$ cat config.mk
export PLATFORM = sky130hd
export DESIGN_NAME = cmd_fetch
export DESIGN_NICKNAME = d
export VERILOG_FILES = /design/src/rtl/gfx_cmd_pkg.sv /design/src/rtl/cmd_beat_reg.sv /design/src/rtl/cmd_fetch.sv
export SDC_FILE = /design/constraint.sdc
export NUM_CORES = 1
export LEC_CHECK = 0
export CORE_AREA = 3 3 158 160
export CTS_CLUSTER_SIZE = 25
export DETAILED_ROUTE_END_ITERATION = 12
export DIE_AREA = 0 0 161 163
export DONT_BUFFER_PORTS = 1
export GPL_TIMING_DRIVEN = 0
export PLACE_DENSITY = 0.68
export SYNTH_ARGS = -nofsm -noshare
export SYNTH_HDL_FRONTEND = slang
export SYNTH_SLANG_ARGS = --single-unit
$ cat constraint.sdc
create_clock -name clk -period 12.3 [get_ports clk]
set_clock_uncertainty 0.15 [all_clocks]
set_input_delay 2.46 -clock clk [delete_from_list [all_inputs] [get_ports clk]]
set_output_delay 2.46 -clock clk [all_outputs]
set_load 0.02 [all_outputs]
$ cat src/rtl/gfx_cmd_pkg.sv
// Shared command-stream definitions: header field positions, opcodes, fetch states
// and the beat descriptor carried between the sequencer and its output register.
package gfx_cmd_pkg;
  localparam int HDR_PAY_BIT = 31;
  localparam int CNT_MSB     = 15;
  localparam int CNT_LSB     = 8;
  localparam int OP_MSB      = 7;
  localparam int OP_LSB      = 0;

  localparam logic [7:0] OP_VERTEX = 8'h03;
  localparam logic [7:0] OP_COLOR  = 8'h04;
  localparam logic [7:0] OP_FLUSH  = 8'h05;
  localparam logic [7:0] OP_JUMP   = 8'h06;
  localparam logic [7:0] OP_MATRIX = 8'h16;

  localparam int NUM_LANES = 4;
  localparam int VEC_W     = 32;

  typedef enum logic [1:0] {ST_IDLE, ST_FETCH, ST_PAY, ST_HALT} fetch_state_e;

  typedef struct packed {
    logic [7:0] op;
    logic [7:0] cnt;
    logic       first;
    logic       last;
    logic [2:0] nwords;
  } beat_hdr_t;
endpackage

$ cat src/rtl/cmd_beat_reg.sv
// Output beat register: loads only when empty or being drained, holds while stalled,
// zeroes lanes at or above nwords.
module cmd_beat_reg
  import gfx_cmd_pkg::*;
#(
  parameter int NUM_LANES = 4,
  parameter int VEC_W     = 32
) (
  input  logic                                clk,
  input  logic                                rst,
  input  logic                                load,
  input  beat_hdr_t                           hdr_in,
  input  logic [NUM_LANES-1:0][VEC_W-1:0]     lanes_in,
  input  logic                                ready,
  output logic                                valid,
  output logic                                free,
  output beat_hdr_t                           hdr_q,
  output logic [NUM_LANES-1:0][VEC_W-1:0]     lanes_q
);
  logic [NUM_LANES-1:0][VEC_W-1:0] masked;

  assign free = !valid || ready;

  for (genvar i = 0; i < NUM_LANES; i++) begin : g_lane
    assign masked[i] = (32'(hdr_in.nwords) > i) ? lanes_in[i] : '0;
  end

  always_ff @(posedge clk or negedge rst) begin
    if (!rst) begin
      valid   <= 1'b0;
      hdr_q   <= '0;
      lanes_q <= '0;
    end else if (free) begin
      valid <= load;
      if (load) begin
        hdr_q   <= hdr_in;
        lanes_q <= masked;
      end
    end
  end
endmodule

$ cat src/rtl/cmd_fetch.sv
// Command-stream fetch/sequencer between instruction BRAM and geometry pipeline.
// Optional CMD_FETCH_STATS_EN adds stat_cmds / stat_stalls counters.
module cmd_fetch
  import gfx_cmd_pkg::*;
#(
  parameter int          MEM_DEPTH   = 384,
  parameter int          MAX_PAYLOAD = 16,
  parameter logic [31:0] START_ADDR  = 32'd0,
  parameter logic [7:0]  JUMP_OP     = OP_JUMP
) (
  input  logic        clk,
  input  logic        rst,
  input  logic        run,
  output logic [31:0] addr1,
  output logic [31:0] addr2,
  input  logic [31:0] read0,
  input  logic [31:0] read1,
  input  logic [31:0] read2,
  input  logic [31:0] read3,
  input  logic [31:0] read4,
  output logic        out_valid,
  input  logic        out_ready,
  output logic [7:0]  out_op,
  output logic [7:0]  out_cnt,
  output logic        out_first,
  output logic        out_last,
  output logic [2:0]  out_nwords,
  output logic [31:0] out_d0,
  output logic [31:0] out_d1,
  output logic [31:0] out_d2,
  output logic [31:0] out_d3,
`ifdef CMD_FETCH_STATS_EN
  output logic [31:0] stat_cmds,
  output logic [31:0] stat_stalls,
`endif
  output logic        busy,
  output logic        fault,
  output logic [31:0] pc
);
  localparam logic [7:0]  MAX_P = 8'(MAX_PAYLOAD);
  localparam logic [32:0] DEPTH = 33'(MEM_DEPTH);

  fetch_state_e state, state_n;
  logic [31:0]  pc_n;
  logic [7:0]   rem, rem_n, op_q, op_n, cnt_q, cnt_n;
  logic         fault_n, load, free;
  beat_hdr_t    b_hdr, hdr_q;
  logic [NUM_LANES-1:0][VEC_W-1:0] lanes_q;

  logic [7:0]   hop, hcnt;
  logic [32:0]  hend;
  logic [31:0]  jtgt;
  logic [2:0]   pay_n;

  assign hop   = read0[OP_MSB:OP_LSB];
  assign hcnt  = read0[HDR_PAY_BIT] ? read0[CNT_MSB:CNT_LSB] : 8'd0;
  assign hend  = {1'b0, pc} + 33'd1 + {25'd0, hcnt};
  assign jtgt  = read0[HDR_PAY_BIT] ? read1 : 32'd0;
  assign pay_n = (rem >= 8'd4) ? 3'd4 : rem[2:0];

  assign addr1 = pc;
  assign addr2 = (state == ST_FETCH) ? pc + 32'd1 : pc;
  assign busy  = (state != ST_IDLE) || out_valid;

  always_ff @(posedge clk or negedge rst) begin
    if (!rst) begin
      state <= ST_IDLE;
      pc    <= START_ADDR;
      rem   <= '0;
      op_q  <= '0;
      cnt_q <= '0;
      fault <= 1'b0;
    end else begin
      state <= state_n;
      pc    <= pc_n;
      rem   <= rem_n;
      op_q  <= op_n;
      cnt_q <= cnt_n;
      fault <= fault_n;
    end
  end

  always_comb begin
    state_n = state;
    pc_n    = pc;
    rem_n   = rem;
    op_n    = op_q;
    cnt_n   = cnt_q;
    fault_n = fault;
    load    = 1'b0;
    b_hdr   = '{op: op_q, cnt: cnt_q, first: 1'b0, last: 1'b0, nwords: 3'd0};
    unique case (state)
      ST_IDLE: if (run && !fault) state_n = ST_FETCH;
      ST_FETCH: begin
        if (hcnt > MAX_P || hend > DEPTH) begin
          fault_n = 1'b1;
          state_n = ST_HALT;
        end else if (hop == JUMP_OP) begin
          pc_n = jtgt;
          if (33'(jtgt) >= DEPTH) begin
            fault_n = 1'b1;
            state_n = ST_HALT;
          end else begin
            state_n = run ? ST_FETCH : ST_IDLE;
          end
        end else if (hcnt == 8'd0) begin
          // zero-payload commands wait in FETCH until the output register can take them
          if (free) begin
            load    = 1'b1;
            b_hdr   = '{op: hop, cnt: 8'd0, first: 1'b1, last: 1'b1, nwords: 3'd0};
            pc_n    = pc + 32'd1;
            state_n = run ? ST_FETCH : ST_IDLE;
          end
        end else begin
          op_n    = hop;
          cnt_n   = hcnt;
          rem_n   = hcnt;
          pc_n    = pc + 32'd1;
          state_n = ST_PAY;
        end
      end
      ST_PAY: begin
        if (free) begin
          load    = 1'b1;
          b_hdr   = '{op: op_q, cnt: cnt_q, first: (rem == cnt_q),
                      last: (rem <= 8'd4), nwords: pay_n};
          pc_n    = pc + 32'(pay_n);
          rem_n   = rem - 8'(pay_n);
          if (rem <= 8'd4) state_n = run ? ST_FETCH : ST_IDLE;
        end
      end
      default: ;
    endcase
  end

  cmd_beat_reg #(.NUM_LANES(NUM_LANES), .VEC_W(VEC_W)) u_beat (
    .clk      (clk),
    .rst      (rst),
    .load     (load),
    .hdr_in   (b_hdr),
    .lanes_in ({read4, read3, read2, read1}),
    .ready    (out_ready),
    .valid    (out_valid),
    .free     (free),
    .hdr_q    (hdr_q),
    .lanes_q  (lanes_q)
  );

  assign out_op     = hdr_q.op;
  assign out_cnt    = hdr_q.cnt;
  assign out_first  = hdr_q.first;
  assign out_last   = hdr_q.last;
  assign out_nwords = hdr_q.nwords;
  assign out_d0     = lanes_q[0];
  assign out_d1     = lanes_q[1];
  assign out_d2     = lanes_q[2];
  assign out_d3     = lanes_q[3];

`ifdef CMD_FETCH_STATS_EN
  always_ff @(posedge clk or negedge rst) begin
    if (!rst) begin
      stat_cmds   <= '0;
      stat_stalls <= '0;
    end else begin
      if (out_valid && out_ready && out_last) stat_cmds <= stat_cmds + 32'd1;
      if (out_valid && !out_ready) stat_stalls <= stat_stalls + 32'd1;
    end
  end
`endif
endmodule

# ---- Word level (Yosys, flattened, before mapping)
# Cells that the tools add are included.
dict set report totals {
  register_bits 209
  inputBits 164
  wordCells 107
}
dict set report classes {
  bitwise_logic 3
  n_reduce_logical 19
  magnitude_cmp 9
  n_addsub 5
  n_eq_ne 12
  muxes 43
}
# cell n
set op_table {}
lappend op_table {{$mux W32} 11}
lappend op_table {{$mux W21} 4}
lappend op_table {{$pmux W32 S2} 1}
lappend op_table {{$pmux W21 S2} 1}
lappend op_table {{$mux W8} 5}
lappend op_table {{$add A32 B1 Y33 const B} 1}
lappend op_table {{$add A33 B8 Y33} 1}
lappend op_table {{$gt A33 B9 Y1 const B} 1}
lappend op_table {{$add A32 B1 Y32 const B} 1}
lappend op_table {{$add A32 B3 Y32} 1}
lappend op_table {{$ge A32 B9 Y1 const B} 1}
lappend op_table {{$mux W2} 8}
lappend op_table {{$pmux W8 S2} 1}
lappend op_table {{$ne A2 B2 Y1 const B} 6}
lappend op_table {{$reduce_and A5 Y1} 2}
lappend op_table {{$eq A8 B3 Y1 const B} 1}
lappend op_table {{$eq A8 B8 Y1} 1}
lappend op_table {{$ge A8 B3 Y1 const B} 1}
lappend op_table {{$gt A8 B5 Y1 const B} 1}
lappend op_table {{$le A8 B3 Y1 const B} 1}
lappend op_table {{$logic_not A8 Y1} 1}
lappend op_table {{$mux W1} 8}
lappend op_table {{$reduce_and A4 Y1} 2}
lappend op_table {{$reduce_bool A2 Y1} 4}
lappend op_table {{19 further kinds} 26}

# ---- Longest topological paths before layout
# Gate-level depths: netlist of the first run.
dict set report depth {
  word_depth 9
  depth_mapped 22
}

# ---- By module
# Synthesis of the first run repeated with hierarchy kept, for this count alone.
dict set report unflattened {
  cells_unflattened 1421
  area_unflattened_um2 12858.6
}
# mod cells_each seq_area_each_um2 n_inst area_each_um2
set by_module_without_submodules {}
lappend by_module_without_submodules {cmd_fetch 940 1476.4 1 7033.0}
lappend by_module_without_submodules {cmd_beat_reg 481 3753.6 1 5825.6}

# ---- Worst setup path before layout of the first run
# OpenSTA, ideal clock, no wires.
dict set report synth_path {
  path_kind {in2reg}
  startpoint {input port read0[31]}
  endpoint {register u_beat.lanes_q[86] in the netlist's numbering}
  n_path_buf 9
  path_slack_ns 5.908
  setup_ns 0.121
  stages 20
  required_time_ns 12.029
  arrival_ns 6.121
  cell_sequence {buf_2 buf_2 buf_1 clkbuf_1 nand2_1 ha_1 nand3b_1 a221o_1 a31oi_4 buf_6 nand3_1 xnor2_1 a2111oi_4 and4_1 buf_4 a21oi_4 buf_6 buf_6 buf_6 a22o_1}
}
dict set report synth_via {
  elab_chain_cells 8
  word_cells_on_any_way 17
  cone_classes {add/sub (1); order compare (3); mux (10); reduce/logical (3)}
}
# element line
set synth_lines {}
lappend synth_lines {{start: declaration} cmd_fetch.sv:16} ;# input logic [31:0] read0,
lappend synth_lines {{$mux W8 *} cmd_fetch.sv:56} ;# assign hcnt = read0[HDR_PAY_BIT] ? read0[CNT_MSB:CNT_LSB] : 8'd0;
lappend synth_lines {{$add A33 B8 Y33 / $logic_not A8 Y1 (equally long branches)} {cmd_fetch.sv:57, cmd_fetch.sv:106}}
lappend synth_lines {{$gt A33 B9 Y1 / $mux W21 (equally long branches)} {cmd_fetch.sv:95, cmd_fetch.sv:106}}
lappend synth_lines {{$logic_or A1 B1 Y1 / $mux W21 (equally long branches)} {cmd_fetch.sv:95, cmd_fetch.sv:98}}
lappend synth_lines {{$mux W21} cmd_fetch.sv:95} ;# if (hcnt > MAX_P || hend > DEPTH) begin
lappend synth_lines {{$pmux W21 S2} cmd_fetch.sv:92} ;# unique case (state)
lappend synth_lines {{$gt A3 B2 Y1} cmd_beat_reg.sv:25} ;# assign masked[i] = (32'(hdr_in.nwords) > i) ? lanes_in[i] : '0;
lappend synth_lines {{$mux W32} cmd_beat_reg.sv:25}
lappend synth_lines {{end signal: assignment} cmd_beat_reg.sv:37} ;# lanes_q <= masked;
lappend synth_lines {{end: declaration} cmd_beat_reg.sv:18} ;# output logic [NUM_LANES-1:0][VEC_W-1:0] lanes_q
# Every way passes the cells marked *; elsewhere a longest branch is shown, timed or not.
# A chain may end at the register's enable or synchronous reset.

# ---- Final worst setup path of the first run
dict set report layout_path {
  startpoint {input port read0[31]}
  endpoint {register pc[14], in the netlist addr1[14]}
}
dict set report layout_via {
  elab_chain_cells 6
  word_cells_on_any_way 14
  cone_classes {add/sub (1); order compare (2); eq/ne (2); mux (6); reduce/logical (3)}
}
# element line
set layout_lines {}
lappend layout_lines {{$mux W8} cmd_fetch.sv:56}
lappend layout_lines {{$add A33 B8 Y33 / $logic_not A8 Y1 (equally long branches)} {cmd_fetch.sv:57, cmd_fetch.sv:106}}
lappend layout_lines {{$gt A33 B9 Y1 / $mux W32 (equally long branches)} {cmd_fetch.sv:95, cmd_fetch.sv:106}}
lappend layout_lines {{$logic_or A1 B1 Y1 / $mux W32 (equally long branches)} {cmd_fetch.sv:95, cmd_fetch.sv:98}}
lappend layout_lines {{$ne A2 B2 Y1 (no source line) / $mux W32 (equally long branches)} --}
lappend layout_lines {{$reduce_and A4 Y1 (no source line) / $pmux W32 S2 (equally long branches)} --}
lappend layout_lines {{end signal: assignment} cmd_fetch.sv:75} ;# pc <= pc_n;
lappend layout_lines {{end: declaration} cmd_fetch.sv:38} ;# output logic [31:0] pc
# Several ways; a longest one is shown, not always the timed one. The select of a mux whose other input is x is not followed.

==> impl_metrics.py, run 1 <==
metrics = {
    "global_route": {
        "grt_pass1_vias": 10700,
        "grt_use_total": 0.354,
        "grt_antenna_before_repair": 4,
        "grt_max_degree": 210,
        "grt_overflow_total": 0,
        "grt_first_pass_wirelength_um": 70500,
    },
    "synthesis": {
        "postSynth.topFlopCell": "sky130_fd_sc_hd__dfrtp_1",
        "ys_ff_latch": 209,
        "synth_cell_type_count": 81,
        "synth_top_family_by_area": "simple AND/OR/NAND/NOR gates",
        "synth_edf_count": 0,
        "synth.cell_area_um2": 12300,
        "synth-xor-area-share": 0.0526,
        "synthTopCellsByArea": "sky130_fd_sc_hd__dfrtp_1 (42%), sky130_fd_sc_hd__nand2_1 (7.1%), sky130_fd_sc_hd__a22o_1 (4.8%), sky130_fd_sc_hd__o21ai_0 (4.0%), sky130_fd_sc_hd__xnor2_1 (3.7%)",
        "synth_warnings": 0,
        "yosys-mux-area-fraction": 0.0240,
        "synth_nets": 1568,
        "synthCells": 1387,
        "yosys.area_share.simple": 0.222,
        "synthDominantAreaCellType": "sky130_fd_sc_hd__dfrtp_1",
        "postSynthAreaPerCell_um2": 8.89,
        "synth_compound_gate_area_share": 0.186,
        "synth_sequential_area_ratio": 0.424,
        "synth_largest_type_area_fraction": 0.424,
        "synth_fa_ha_area_frac": 0.0185,
        "async_flop_share": 1.00,
    },
    "clock_network": {
        "tritoncts": "yes",
        "clock_buffers_created_by_tritoncts": 23,
        "clk_transition_reported_paths_ns": 0.06,
        "cts-resized-gates": 0,
        "worst_skew_pair_later_pin_latency_ns": 0.53,
        "cts-hold-fix-buffers": 0,
        "clockBufferDepth": 3,
        "clock_tree.htree_level_count": 1,
        "clockRootBuffer": "sky130_fd_sc_hd__clkbuf_16",
        "clock-sinks": 209,
        "post_cts_setup_buffer_count": 0,
    },
    "placed_design": {
        "io_buffer_count": 0,
        "gp_congestion": 1.04,
        "numPlacedInstances": 1706,
        "place.detailed.hpwl_um": 37100,
    },
    "worst_hold_path": {
        "worst_hold_path.num_cells": 2,
        "min_to": "u_beat.hdr_q[18]",
        "hold_path_class": "reg -> reg",
        "min_from": "op_q[5]",
    },
    "die": {
        "floorplan.io_pins": 412,
        "die_width_um": 161,
        "core_um2": 23500,
        "placement_rows": 56,
        "fp.dieArea_um2": 26200,
        "die_height_um": 163,
        "initial_core_util": 0.524,
    },
    "timing": {
        "tightest_slew_ns": 1.28,
        "finalWorstPathRequiredPeriod_ns": 8.05,
        "final-hold-violation-count": 0,
        "fin_crit_sh": 0.654,
        "setup_repair_after_global_routing_missed_its_margin": "false",
        "timing.final.max_slew_violations": 0,
        "slew_headroom": 0.141,
        "totalNegativeSetupSlack_ns": 0,
        "setup_viol": 0,
        "achievable-frequency_mhz": 124,
    },
    "route": {
        "number_of_drc_violations_after_detailed_routing_iteration_0": 1616,
        "dr.pass1.iters": 6,
        "route.antenna.remaining_nets": 0,
        "finalWirelength_um": 48900,
        "via_count": 11600,
        "route.detailed.vias_per_inst": 6.64,
        "wl_per_cell_um": 28.0,
        "detail_route.drc_violations": 0,
    },
    "critical_path": {
        "worst_path_largest_cell_delay_ns": 0.69,
        "reg2regPathDepth": 17,
        "critical_path_required_ns": 12.50,
        "worst-setup-path-type": "in -> reg",
        "reg2reg_slack_ns": 7.13,
        "critical_path.slowest_cell": "sky130_fd_sc_hd__a22oi_1",
        "rr_startpoint": "rem[5]",
        "crit_chain": "buf_2 > buf_2 > buf_1 > clkbuf_1 > nand2_1 > ha_1 > inv_1 > fa_1 > a21oi_1 > o21bai_1 > o2111ai_1 > a21oi_1 > nand4_1 > a22oi_1 > and3_1 > and2_1 > clkbuf_1 > a211oi_1",
        "timing.critical_path.arrival_ns": 8.25,
        "critical_path_peak_fanout": 10,
        "crit_path_start_kind": "primary input",
        "critPathCaptureType": "register",
        "critical_register_to_register_path_endpoint": "addr1[24]",
    },
    "finish": {
        "mostFrequentLayoutCell": "sky130_fd_sc_hd__nand2_1",
        "final_nets": 1593,
        "finalNonFillerCells": 1750,
        "ratio_of_cells_with_drive_above_1_in_the_final_layout": 0.0987,
        "area_growth_pct": 9.40,
        "commonest_non_fill_non_tap_cells_in_the_layout": "sky130_fd_sc_hd__nand2_1 (233), sky130_fd_sc_hd__dfrtp_1 (209), sky130_fd_sc_hd__o21ai_0 (98)",
    },
    "job": {
        "max_cap_viol_count": 0,
    },
    "power": {
        "sequentialPowerShare": 0.490,
        "vdd.ir_drop.worst_v": 0.0000937,
        "power.density_cell_area_nw_per_um2": 104,
        "leakage_nw": 5.62,
        "p_int_mw": 1.10,
        "sw_pwr_uw": 307,
        "combinationalPowerShare": 0.013,
        "power_switching_share": 0.219,
        "power.clock.fraction": 0.497,
    },
    "outcome": {
        "run_status": "complete, no violations",
    },
}
power groups by stage:
stage / Clock, mW / Sequential (mW) / Combinational, mW
floorplan: 0 / 0.700 / 0.0131
CTS: 0.702 / 0.688 / 0.0181
finish: 0.696 / 0.688 / 0.0185
global placement: 0 / 0.700 / 0.0177
detailed placement: 0 / 0.700 / 0.0180
global route: 0.729 / 0.687 / 0.0202
worst max-delay path by stage:
stage / startpoint / end / slack (ns) / cells after the start
global route: read0[31] / u_beat.lanes_q[60] / 4.12 / 21
floorplan: read0[31] / u_beat.lanes_q[86] / 5.91 / 20
detailed placement: read0[31] / addr1[14] / 4.00 / 18
finish: read0[31] / addr1[14] / 4.25 / 18
CTS: read0[31] / addr1[14] / 4.53 / 18
global placement: read0[31] / addr1[14] / 3.99 / 18
layout make-up:
class	count	area [um2]
antenna	3	7.51
buffer	151	786
clock buffer	31	626
clock inverter	10	120
fill	2138	10100
inverter	31	116
multi-input combinational	996	6200
sequential	209	5230
tap	319	399
synthesized netlist by cell type (15+ instances only):
library cell / number
sky130_fd_sc_hd__nand4_1: 29
sky130_fd_sc_hd__buf_4: 39
sky130_fd_sc_hd__a31oi_1: 18
sky130_fd_sc_hd__nand3_1: 64
sky130_fd_sc_hd__a22o_1: 67
sky130_fd_sc_hd__and3_1: 17
sky130_fd_sc_hd__clkbuf_1: 74
sky130_fd_sc_hd__dfrtp_1: 209
sky130_fd_sc_hd__xor2_1: 22
sky130_fd_sc_hd__a21oi_1: 29
sky130_fd_sc_hd__inv_1: 31
sky130_fd_sc_hd__xnor2_1: 52
sky130_fd_sc_hd__nor2_1: 64
sky130_fd_sc_hd__buf_2: 28
sky130_fd_sc_hd__and4_1: 16
sky130_fd_sc_hd__nand2_1: 233
sky130_fd_sc_hd__mux2i_1: 15
sky130_fd_sc_hd__o21ai_0: 98
sky130_fd_sc_hd__nor3_1: 41
sky130_fd_sc_hd__ha_1: 15
worst max-delay path: cells and delay by family:
family | cells | cell delay [ns]
adders and majority gates | 2 | 0.51
and+or+nand+nor | 4 | 1.01
buffers and inverters | 6 | 2.22
AOI/OAI and AO/OA | 6 | 2.02
state kept, by name, summed over array words and instances (netlist names):
register,cells
u_beat.lanes_q,128
addr1,32
u_beat.hdr_q,21
cnt_q,8
op_q,8
rem,8
state,2
fault,1
u_beat.valid,1
kinds of logic (layout without fill, tap and decap cells):
kind of cell    Yosys count  count (layout)
other cells               1               4
mux                      28              28
simple gates            550             550
fa+ha+maj                17              17
xor+xnor                 74              74
buf+inv                 182             223
flops                   209             209
compound gates          326             326
metrics by stage:
step	util	worst slack, ns	total power [mW]	hold slack [ns]	area (um2)
after floorplan	-	5.91	0.713	0.318	12300
after global placement	0.541	3.99	0.718	0.327	12700
after detailed placement	0.541	4.00	0.718	0.344	12700
after CTS	0.573	4.53	1.41	0.358	13500
after global routing	0.573	4.12	1.44	0.381	13500
final	0.573	4.25	1.40	0.357	13500
metal layers:
| layer | wire length [um] | GRT usage |
|---|---|---|
| met1 | 19000 | 0.481 |
| met2 | 22200 | 0.544 |
| met5 | 57 | 0 |
| met4 | 1940 | 0.124 |
| met3 | 5760 | 0.102 |
(Power assumes the default switching activity.)
==> inputs of run 2 (changes only) <==
--- a/config.mk
+++ b/config.mk
@@ -5,13 +5,13 @@
 export SDC_FILE = /design/constraint.sdc
 export NUM_CORES = 1
 export LEC_CHECK = 0
-export CORE_AREA = 3 3 158 160
+export CORE_AREA = 3 3 159 161
 export CTS_CLUSTER_SIZE = 25
 export DETAILED_ROUTE_END_ITERATION = 12
-export DIE_AREA = 0 0 161 163
+export DIE_AREA = 0 0 162 164
 export DONT_BUFFER_PORTS = 1
 export GPL_TIMING_DRIVEN = 0
-export PLACE_DENSITY = 0.68
+export PLACE_DENSITY = 0.7
 export SYNTH_ARGS = -nofsm -noshare
 export SYNTH_HDL_FRONTEND = slang
 export SYNTH_SLANG_ARGS = --single-unit
==> constraint.sdc (replaced) <==
create_clock -name clk -period 6.7 [get_ports clk]
set_clock_uncertainty 0.15 [all_clocks]
set_input_delay 1.34 -clock clk [delete_from_list [all_inputs] [get_ports clk]]
set_output_delay 1.34 -clock clk [all_outputs]
set_load 0.02 [all_outputs]
==> impl_metrics.py, run 2 (synthesis results as in run 1) <==
metrics = {
    "clock_network": {
        "clockBufferDepth": 3,
        "worst_skew_pair_later_pin_latency_ns": 0.54,
        "clock_tree.htree_level_count": 1,
        "clockRootBuffer": "sky130_fd_sc_hd__clkbuf_16",
        "post_cts_setup_buffer_count": 0,
        "cts-resized-gates": 0,
        "clk_transition_reported_paths_ns": 0.06,
        "clock-sinks": 209,
        "tritoncts": "yes",
        "cts-hold-fix-buffers": 0,
        "clock_buffers_created_by_tritoncts": 23,
    },
    "critical_path": {
        "reg2reg_slack_ns": 1.26,
        "crit_path_start_kind": "primary input",
        "critical_path_peak_fanout": 10,
        "worst-setup-path-type": "in -> reg",
        "timing.critical_path.arrival_ns": 6.84,
        "critPathCaptureType": "register",
        "rr_startpoint": "rem[5]",
        "critical_path_required_ns": 6.90,
        "reg2regPathDepth": 17,
        "setup.worst_path.end": "addr1[24]",
        "worst_setup_path_startpoint": "read0[31]",
        "critical_register_to_register_path_endpoint": "addr1[24]",
    },
    "finish": {
        "final_nets": 1594,
        "commonest_non_fill_non_tap_cells_in_the_layout": "sky130_fd_sc_hd__nand2_1 (233), sky130_fd_sc_hd__dfrtp_1 (209), sky130_fd_sc_hd__o21ai_0 (98)",
        "largest_register_ffs": 128,
        "final-seq-area_um2": 5230,
        "multi_input_comb_area_um2": 6200,
        "layout.core_utilization": 0.561,
        "mostFrequentLayoutCell": "sky130_fd_sc_hd__nand2_1",
        "ratio_of_cells_with_drive_above_1_in_the_final_layout": 0.0994,
        "final.fill_count": 2241,
        "area_growth_pct": 9.61,
        "design_area_um2": 13500,
        "regMostFlops": "u_beat.lanes_q",
    },
    "global_route": {
        "grt_use_total": 0.352,
        "grt_use_met2": 0.544,
        "globalRoute.busiestLayer": "met2",
        "grt_antenna_before_repair": 4,
        "grt_pass1_vias": 10700,
        "grt_overflow_total": 0,
        "gr-usage-met1": 0.469,
        "grt_first_pass_wirelength_um": 71000,
        "grt_max_degree": 210,
        "met3_usage": 0.112,
    },
    "route": {
        "via_count": 11500,
        "number_of_drc_violations_after_detailed_routing_iteration_0": 1537,
        "detail_route.drc_violations": 0,
        "route.detailed.vias_per_inst": 6.55,
        "wl_per_cell_um": 28.0,
        "route.antenna.remaining_nets": 0,
        "dr.pass1.iters": 6,
        "finalWirelength_um": 49100,
    },
    "placed_design": {
        "io_buffer_count": 0,
        "gp_congestion": 1.03,
        "detailed_place.area_um2": 12700,
        "place.detailed.hpwl_um": 37000,
    },
    "timing": {
        "slew_headroom": 0.301,
        "final-hold-violation-count": 0,
        "achievable-frequency_mhz": 151,
        "tightest_slew_ns": 1.04,
        "timing.final.max_slew_violations": 0,
        "totalNegativeSetupSlack_ns": 0,
        "hold-worst-slack_ns": 0.346,
        "finalWorstPathRequiredPeriod_ns": 6.64,
        "setup_repair_after_global_routing_missed_its_margin": "false",
        "setup_viol": 0,
        "fin_crit_sh": 0.991,
    },
    "power": {
        "leakage_nw": 5.63,
        "vdd.ir_drop.worst_v": 0.000185,
        "power_switching_share": 0.221,
        "power.clock.fraction": 0.502,
        "sequentialPowerShare": 0.485,
        "design_power_total_mw": 2.60,
        "power.density_cell_area_nw_per_um2": 193,
        "combinationalPowerShare": 0.013,
        "sw_pwr_uw": 575,
        "p_int_mw": 2.03,
    },
    "die": {
        "initial_core_util": 0.512,
        "fp.dieArea_um2": 26600,
        "core_um2": 24100,
        "placement_rows": 57,
        "die_width_um": 162,
        "die_height_um": 164,
        "floorplan.io_pins": 412,
    },
    "job": {
        "max_cap_viol_count": 0,
    },
    "outcome": {
        "run_status": "complete, no violations",
    },
    "worst_hold_path": {
        "hold_path_class": "in -> async",
    },
}
-- run 2: layer usage --
metal / routed length (um) / share of wire
met1: 18700 / 0.38
met2: 22100 / 0.45
met3: 6220 / 0.13
met4: 2060 / 0.042
met5: 46 / 0.00094
-- run 2: how the worst min path moves through the flow --
stage          startpoint            endpoint  cells past startpoint
4_1_cts               rst           addr1[19]                      0
3_5_place_dp      op_q[5]    u_beat.hdr_q[18]                      2
5_1_grt               rst  u_beat.lanes_q[74]                      0
6_report              rst  u_beat.lanes_q[76]                      0
2_1_floorplan     op_q[3]    u_beat.hdr_q[16]                      2
3_3_place_gp      op_q[7]    u_beat.hdr_q[20]                      2
-- run 2: area by class of cell --
type                            instances  area share
Clock buffer                           32      0.0473
Timing Repair Buffer                    1    0.000370
Tap cell                              324      0.0300
Sequential cell                       209       0.387
Clock inverter                          9     0.00916
Buffer                                151      0.0581
Inverter                               31     0.00861
Antenna cell                            2    0.000370
Multi-Input combinational cell        996       0.459
-- run 2: critical path: stages --
cell	delay, ns
sky130_fd_sc_hd__buf_2	0.16
sky130_fd_sc_hd__buf_2	0.27
sky130_fd_sc_hd__buf_1	0.50
sky130_fd_sc_hd__clkbuf_1	0.58
sky130_fd_sc_hd__nand2_1	0.23
sky130_fd_sc_hd__ha_1	0.26
sky130_fd_sc_hd__nand3b_1	0.18
sky130_fd_sc_hd__a221o_1	0.40
sky130_fd_sc_hd__a31oi_4	0.33
sky130_fd_sc_hd__buf_6	0.21
sky130_fd_sc_hd__nand3_1	0.11
sky130_fd_sc_hd__xnor2_1	0.23
sky130_fd_sc_hd__a2111oi_4	0.49
sky130_fd_sc_hd__and4_1	0.25
sky130_fd_sc_hd__buf_4	0.16
sky130_fd_sc_hd__and2_1	0.20
sky130_fd_sc_hd__clkbuf_1	0.65
sky130_fd_sc_hd__a211oi_1	0.25
-- run 2: power by group through the flow --
stage               combinational, mW  clock [mW]  sequential [mW]
floorplan                      0.0241           0             1.29
global placement               0.0323           0             1.29
detailed placement             0.0330           0             1.29
CTS                            0.0331        1.32             1.26
global route                   0.0370        1.36             1.26
finish                         0.0342        1.31             1.26
-- run 2: metrics by stage --
stage               setup WS, ns  std cells
floorplan                   1.43       1387
global placement          -0.179       1711
detailed placement        -0.220       1712
CTS                        0.334       1753
global route              0.0110       1754
finish                    0.0601       1755
==> patch 1, RTL diff (flow settings as in run 2) <==
Encoding of `fetch_state_e`: now one-hot (4 bits for 4 states).
--- a/src/rtl/gfx_cmd_pkg.sv
+++ b/src/rtl/gfx_cmd_pkg.sv
@@ -16,7 +16,7 @@
   localparam int NUM_LANES = 4;
   localparam int VEC_W     = 32;
 
-  typedef enum logic [1:0] {ST_IDLE, ST_FETCH, ST_PAY, ST_HALT} fetch_state_e;
+  typedef enum logic [3:0] {ST_IDLE = 4'b0001, ST_FETCH = 4'b0010, ST_PAY = 4'b0100, ST_HALT = 4'b1000} fetch_state_e;
 
   typedef struct packed {
     logic [7:0] op;
Function: same outputs for any inputs over 4 cycles, from zero or initial values and one cycle with rst low; so few cycles prove little.
==> patch 1 against run 2 <==
Routed wire length down 5.8%. Critical path depth down 3. Power down 0.55%. Via count down 7.6%. Worst setup slack better by 0.18 ns. Largest power group unchanged. Sequential cell count up 2. Critical endpoint is now op_q[1]. Cell area down 3.2%. Area after synthesis down 3.3%.
==> patch 1: results (changes against run 2) <==
Outcome
  • Status: finished, final reports clean

Placed design
  • DP Wirelength: 35000 um (-5.5%)
  • # port buffers: 0 (unchanged)
  • GP Congestion: 0.990 (-4.3%)
  • Dpl cells: 1547 (-9.6%)
  • Area after DPL: 12300 sq um (-3.3%)
  • Post-place setup slack: -0.108 ns (+0.112 ns)

Yosys
  • Area fraction in compound gates after synthesis: 0.236 (+0.0504)
  • Asr flop ratio synth: 1.00 (unchanged)
  • Synthesized-area fraction occupied by adder cells: 0.0160 (-0.00251)
  • Commonest cells post-synth: dfrtp_1 (210), a22o_1 (139), nand2_1 (106)
  • Top post-synthesis cells by area: dfrtp_1 (44%), a22o_1 (10%), xnor2_1 (4.2%)
  • Main synth FF type: dfrtp_1
  • Mux share of post-synthesis cell area: 0.0235 (-0.000537)
  • Xor/xnor cell area share of the yosys netlist: 0.0544 (+0.00181)
  • Synth cell types: 88 (+8.6%)
  • Synthesized area per cell: 9.75 sq um (+9.6%)
  • Register area share after synthesis: 0.443 (+0.0189)

Finish
  • Largest Register: u_beat.lanes_q
  • Post-route cell area: 13100 sq um (-3.2%)
  • Max FFs per register: 128 (unchanged)
  • Nets: 1426 (-11%)
  • Filler cells: 2163 (-3.5%)
  • Share of cells above drive strength 1: 0.123 (+0.0239)

Detailed routing
  • Vias per inst: 6.67 (+1.9%)
  • Post-DR wirelength/cell: 29.1 um (+3.8%)
  • Initial DRC count: 1348 (-12%)
  • Via count: 10600 (-7.6%)
  • Drt first pass iters: 6 (unchanged)

Global routing
  • Vias in the first global route: 10000 (-6.4%)
  • First-pass GRT wire length: 66400 um (-6.5%)
  • Total track usage: 0.329 (-0.0228)
  • Pin count of the biggest net entering global routing: 212 (+0.95%)
  • Initial antenna violation count: 4 (unchanged)

Critical path
  • Reg2Reg Launch Point: addr1[7]
  • Worst Path Max Fanout: 10 (unchanged)
  • CP arrival: 6.73 ns (-0.11 ns)
  • Largest stage delay on the critical path: 0.79 ns (+0.14 ns)
  • Critical R2R Capture: op_q[1]
  • R2r setup slk: 1.69 ns (+0.43 ns)
  • Worst reg2reg path depth: 10 (-7)
  • Crit-path slowest cell: a211oi_1

Pwr
  • Leakage: 5.71 nW (+1.3%)
  • Maximum VDD drop: 0.000159 V (-14%)

Clocking
  • Bufs on Longest Clock Path: 3 (unchanged)
  • Clock transition at path regs: ~0.070 ns
  • Latest clock arrival within the worst-skew pair: 0.54 ns (about the same)
  • H-tree depth: 1 (unchanged)
  • Post-cts repair resize count: 0 (unchanged)
  • Setup Fix Bufs, Post-CTS: 0 (unchanged)
  • Root buffer cell: clkbuf_16

STA
  • Fin Hold WS: 0.345 ns (-0.00103 ns)
  • Max_slew headroom: 0.347 (+0.0454)

Min path
  • Worst Hold Class: in2async
[patch 1: cell types whose count changed in the layout (fill, tap and decap cells not counted), moves of 9 or more]
cell and delta:
nand3_1 -16, a22o_1 +72, mux2_2 +9, clkbuf_1 -10, mux2i_1 -14, a21oi_1 +40
o21ai_0 -42, and4_1 -11, inv_1 -17, nand2_1 -127, a31oi_1 -13
[patch 1: final cells by class]
type                       instances  share of cell area
sequential                       211               0.404
clock buffer                      29              0.0472
tap                              324              0.0310
clock inverter                    13             0.00985
multi-input combinational        863               0.448
antenna                            3            0.000574
inverter                          14             0.00402
buffer                           135              0.0558
[patch 1: critical path, delay by kind of cell]
family,cells,cell delay [ns]
AOI/OAI and AO/OA,4,1.48
muxes,1,0.37
xor gates and xnor gates,1,0.46
buffers and inverters,5,1.77
adders and majority gates,1,0.29
and+or+nand+nor,3,1.01
[patch 1: logic make-up (layout without fill, tap and decap cells)]
group	count (synthesis)	in the layout
buffers and inverters	149	191
DFF	211	211
and+or+nand+nor	374	374
xor gates and xnor gates	74	74
AOI/OAI and AO/OA	375	375
muxes	25	25
adders and majority gates	14	14
other	1	4
[patch 1: power breakdown]
group          internal [mW]  switching [mW]  leakage [nW]
clock                  0.708           0.570         0.365
sequential              1.27        0.000118          2.88
combinational         0.0127          0.0218          2.46
total                   2.00           0.592          5.71
[patch 1: metal layers]
metal  up-vias  GRT usage  wire, um
met3       151      0.107      5940
met5         -          0        13
met4         2      0.134      2180
met2       726      0.518     20800
met1      5172      0.421     17300
li1       4569          -         -
[patch 1: worst max-delay path by stage]
stage,slack (ns),cells past startpoint,endpoint
floorplan,1.26,17,addr1[1]
global placement,-0.06,15,addr1[27]
detailed placement,-0.11,15,op_q[1]
CTS,0.42,15,addr1[27]
global route,0.17,15,cnt_q[4]
finish,0.24,15,op_q[1]
==> patch 2, RTL diff (config.mk and constraints of run 2) <==
Made on the original files. `MAX_PAYLOAD`: 16 -> 12.
--- a/src/rtl/cmd_fetch.sv
+++ b/src/rtl/cmd_fetch.sv
@@ -4,7 +4,7 @@
   import gfx_cmd_pkg::*;
 #(
   parameter int          MEM_DEPTH   = 384,
-  parameter int          MAX_PAYLOAD = 16,
+  parameter int          MAX_PAYLOAD = 12,
   parameter logic [31:0] START_ADDR  = 32'd0,
   parameter logic [7:0]  JUMP_OP     = OP_JUMP
 ) (
Behaviour: not the same (a bounded check fails within 4 cycles, from zero or initial values and one cycle with rst low).
==> patch 2 against run 2 <==
Worst setup slack better by 0.088 ns. Count of clock-buffer cells in the layout down 1. Power up 3.5%. Sequential power about the same. Routed wire length up 5.6%. Area after synthesis down 1.6%. Sequential cell count unchanged. Clock power up 5%. Global-route usage up 1.7 points. Synthesized cell count down 7.0%. Cell area down 0.55%. Final cell count down 4.9%.
==> patch 2: results (changes against run 2) <==
Outcome
  • Status: finished, final reports clean

Clocking
  • Bufs on Longest Clock Path: 3 (unchanged)
  • Clock transition at path regs: 0.06 ns (about the same)
  • Total CTS buffers: 24 (+4.3%)
  • Root buffer cell: clkbuf_16
  • H-tree depth: 1 (unchanged)
  • Latest clock arrival within the worst-skew pair: 0.54 ns (about the same)

Placed design
  • Dpl cells: 1614 (-5.7%)
  • # port buffers: 0 (unchanged)
  • GP Congestion: 1.01 (-2.7%)
  • Post-place setup slack: -1.22 ns (-0.997 ns)
  • DP Wirelength: 38400 um (+3.9%)
  • Area after DPL: 12500 sq um (-1.6%)

Detailed routing
  • DRT met1 WL: 19400 um (+3.7%)
  • Met2 wire len: 22900 um (+3.9%)
  • Drt total wl: 51800 um (+5.6%)
  • Metal3 WL: 6690 um (+7.6%)
  • Drt first pass iters: 7 (+1)
  • Via count: 11700 (+1.6%)
  • Initial DRC count: 1568 (+2.0%)
  • Highest Signal Layer: met5

Pwr
  • Leakage: 5.54 nW (-1.7%)
  • Maximum VDD drop: 0.000169 V (-8.4%)

Critical path
  • Crit-path slowest cell: a21boi_0
  • Largest stage delay on the critical path: 0.57 ns (-0.08 ns)
  • Worst Path Max Fanout: 10 (unchanged)
  • CP arrival: 6.82 ns (-0.02 ns)

Finish
  • Share of cells above drive strength 1: 0.0981 (-0.00124)
  • Nets: 1498 (-6.0%)
  • Max FFs per register: 128 (unchanged)
  • Filler cells: 2199 (-1.9%)
  • Final Non-Filler Cells: 1669 (-4.9%)
  • Largest Register: u_beat.lanes_q

Yosys
  • Asr flop ratio synth: 1.00 (unchanged)
  • Synth cell types: 80 (-1.2%)
  • Register area share after synthesis: 0.431 (+0.00687)
  • Commonest cells post-synth: dfrtp_1 (209), a22o_1 (145), nand2_1 (109)
  • Top post-synthesis cells by area: dfrtp_1 (43%), a22o_1 (10%), xnor2_1 (4.2%)
  • Synthesis Warnings: 0 (unchanged)
  • Synthesized area per cell: 9.41 sq um (+5.8%)

Global routing
  • Initial antenna violation count: 9 (+5)
  • First-pass GRT wire length: 74100 um (+4.4%)
  • Vias in the first global route: 11000 (+3.3%)
  • Pin count of the biggest net entering global routing: 210 (unchanged)
  • Total track usage: 0.369 (+0.0172)

Min path
  • Worst Hold Class: in2async

STA
  • Worst-margin pin slew: 1.37 ns (+0.335 ns)
patch 2: changes by cell type in the layout (fill, tap and decap cells not counted), sizes merged, moves of 9 or more:
cell,run 2,this run
and3,18,8
nand2,233,109
nand2b,13,3
o22ai,1,24
and4,16,1
a22o,67,145
nand3,65,50
a21oi,30,21
buf,78,62
o21ai,111,91
nor3,41,28
patch 2: layout make-up:
class                   count  area share
multi-input cells         905       0.457
clock buffers              31      0.0496
plain buffers             139      0.0497
diodes                     10     0.00186
clock inverters            12      0.0112
well taps                 324      0.0302
inverters                  37      0.0103
repair buffers              2     0.00112
flip-flops and latches    209       0.389
patch 2: final timing paths:
path | startpoint | endpoint | cells after the start | slack (ns)
setup / recovery | read0[31] | addr1[18] | 17 | 0.15
hold / removal | rst | u_beat.hdr_q[1] | 0 | 0.34
setup reg to reg | rem[4] | addr1[28] | 13 | 1.50
hold reg to reg | op_q[7] | op_q[7] | 1 | 0.35
max in group asynchronous | rst | u_beat.lanes_q[14] | 0 | 5.73
min in group clk | op_q[7] | op_q[7] | 1 | 0.35
patch 2: per-stage QoR:
stage,hold WS [ns],utilization
2_1_floorplan,0.321,-
4_1_cts,0.332,0.555
6_report,0.343,0.558
5_1_grt,0.325,0.557
3_3_place_gp,0.329,0.520
3_5_place_dp,0.337,0.520
patch 2: metal layers:
| layer | up-vias | GRT usage |
|---|---|---|
| met4 | 2 | 0.176 |
| met2 | 889 | 0.562 |
| met5 | - | 0 |
| met1 | 5735 | 0.479 |
| met3 | 174 | 0.117 |
| li1 | 4876 | - |
patch 2: report_power, final:
group | switching, mW | total, mW | internal [mW] | leakage (nW)
logic | 0.0347 | 0.0552 | 0.0205 | 2.37
registers | 0.00113 | 1.26 | 1.26 | 2.77
clock network | 0.585 | 1.37 | 0.790 | 0.391
patch 2: cell families (layout without fill, tap and decap cells):
family	count (synthesis)	after routing	share of synthesized area
buffers and inverters	176	221	0.0661
XOR/XNOR	72	72	0.0520
multiplexers	26	26	0.0233
flip-flops	209	209	0.431
other	1	11	0.000309
AND/OR/NAND/NOR	373	373	0.155
AO/OA/AOI/OAI	417	417	0.255
adder cells (fa/ha/maj)	16	16	0.0177
patch 2: timing repair:
action	CTS	global route
cloned	0	0
pin swaps	1	2
setup endpoints to repair	206	175
gates resized for setup	2	10
buffers inserted	1	1
patch 2: critical path: cells and delay by family:
family,cells,cell delay (ns)
adder cells (fa/ha/maj),1,0.24
AND/OR/NAND/NOR,4,1.11
buffers and inverters,5,1.96
AO/OA/AOI/OAI,7,2.15
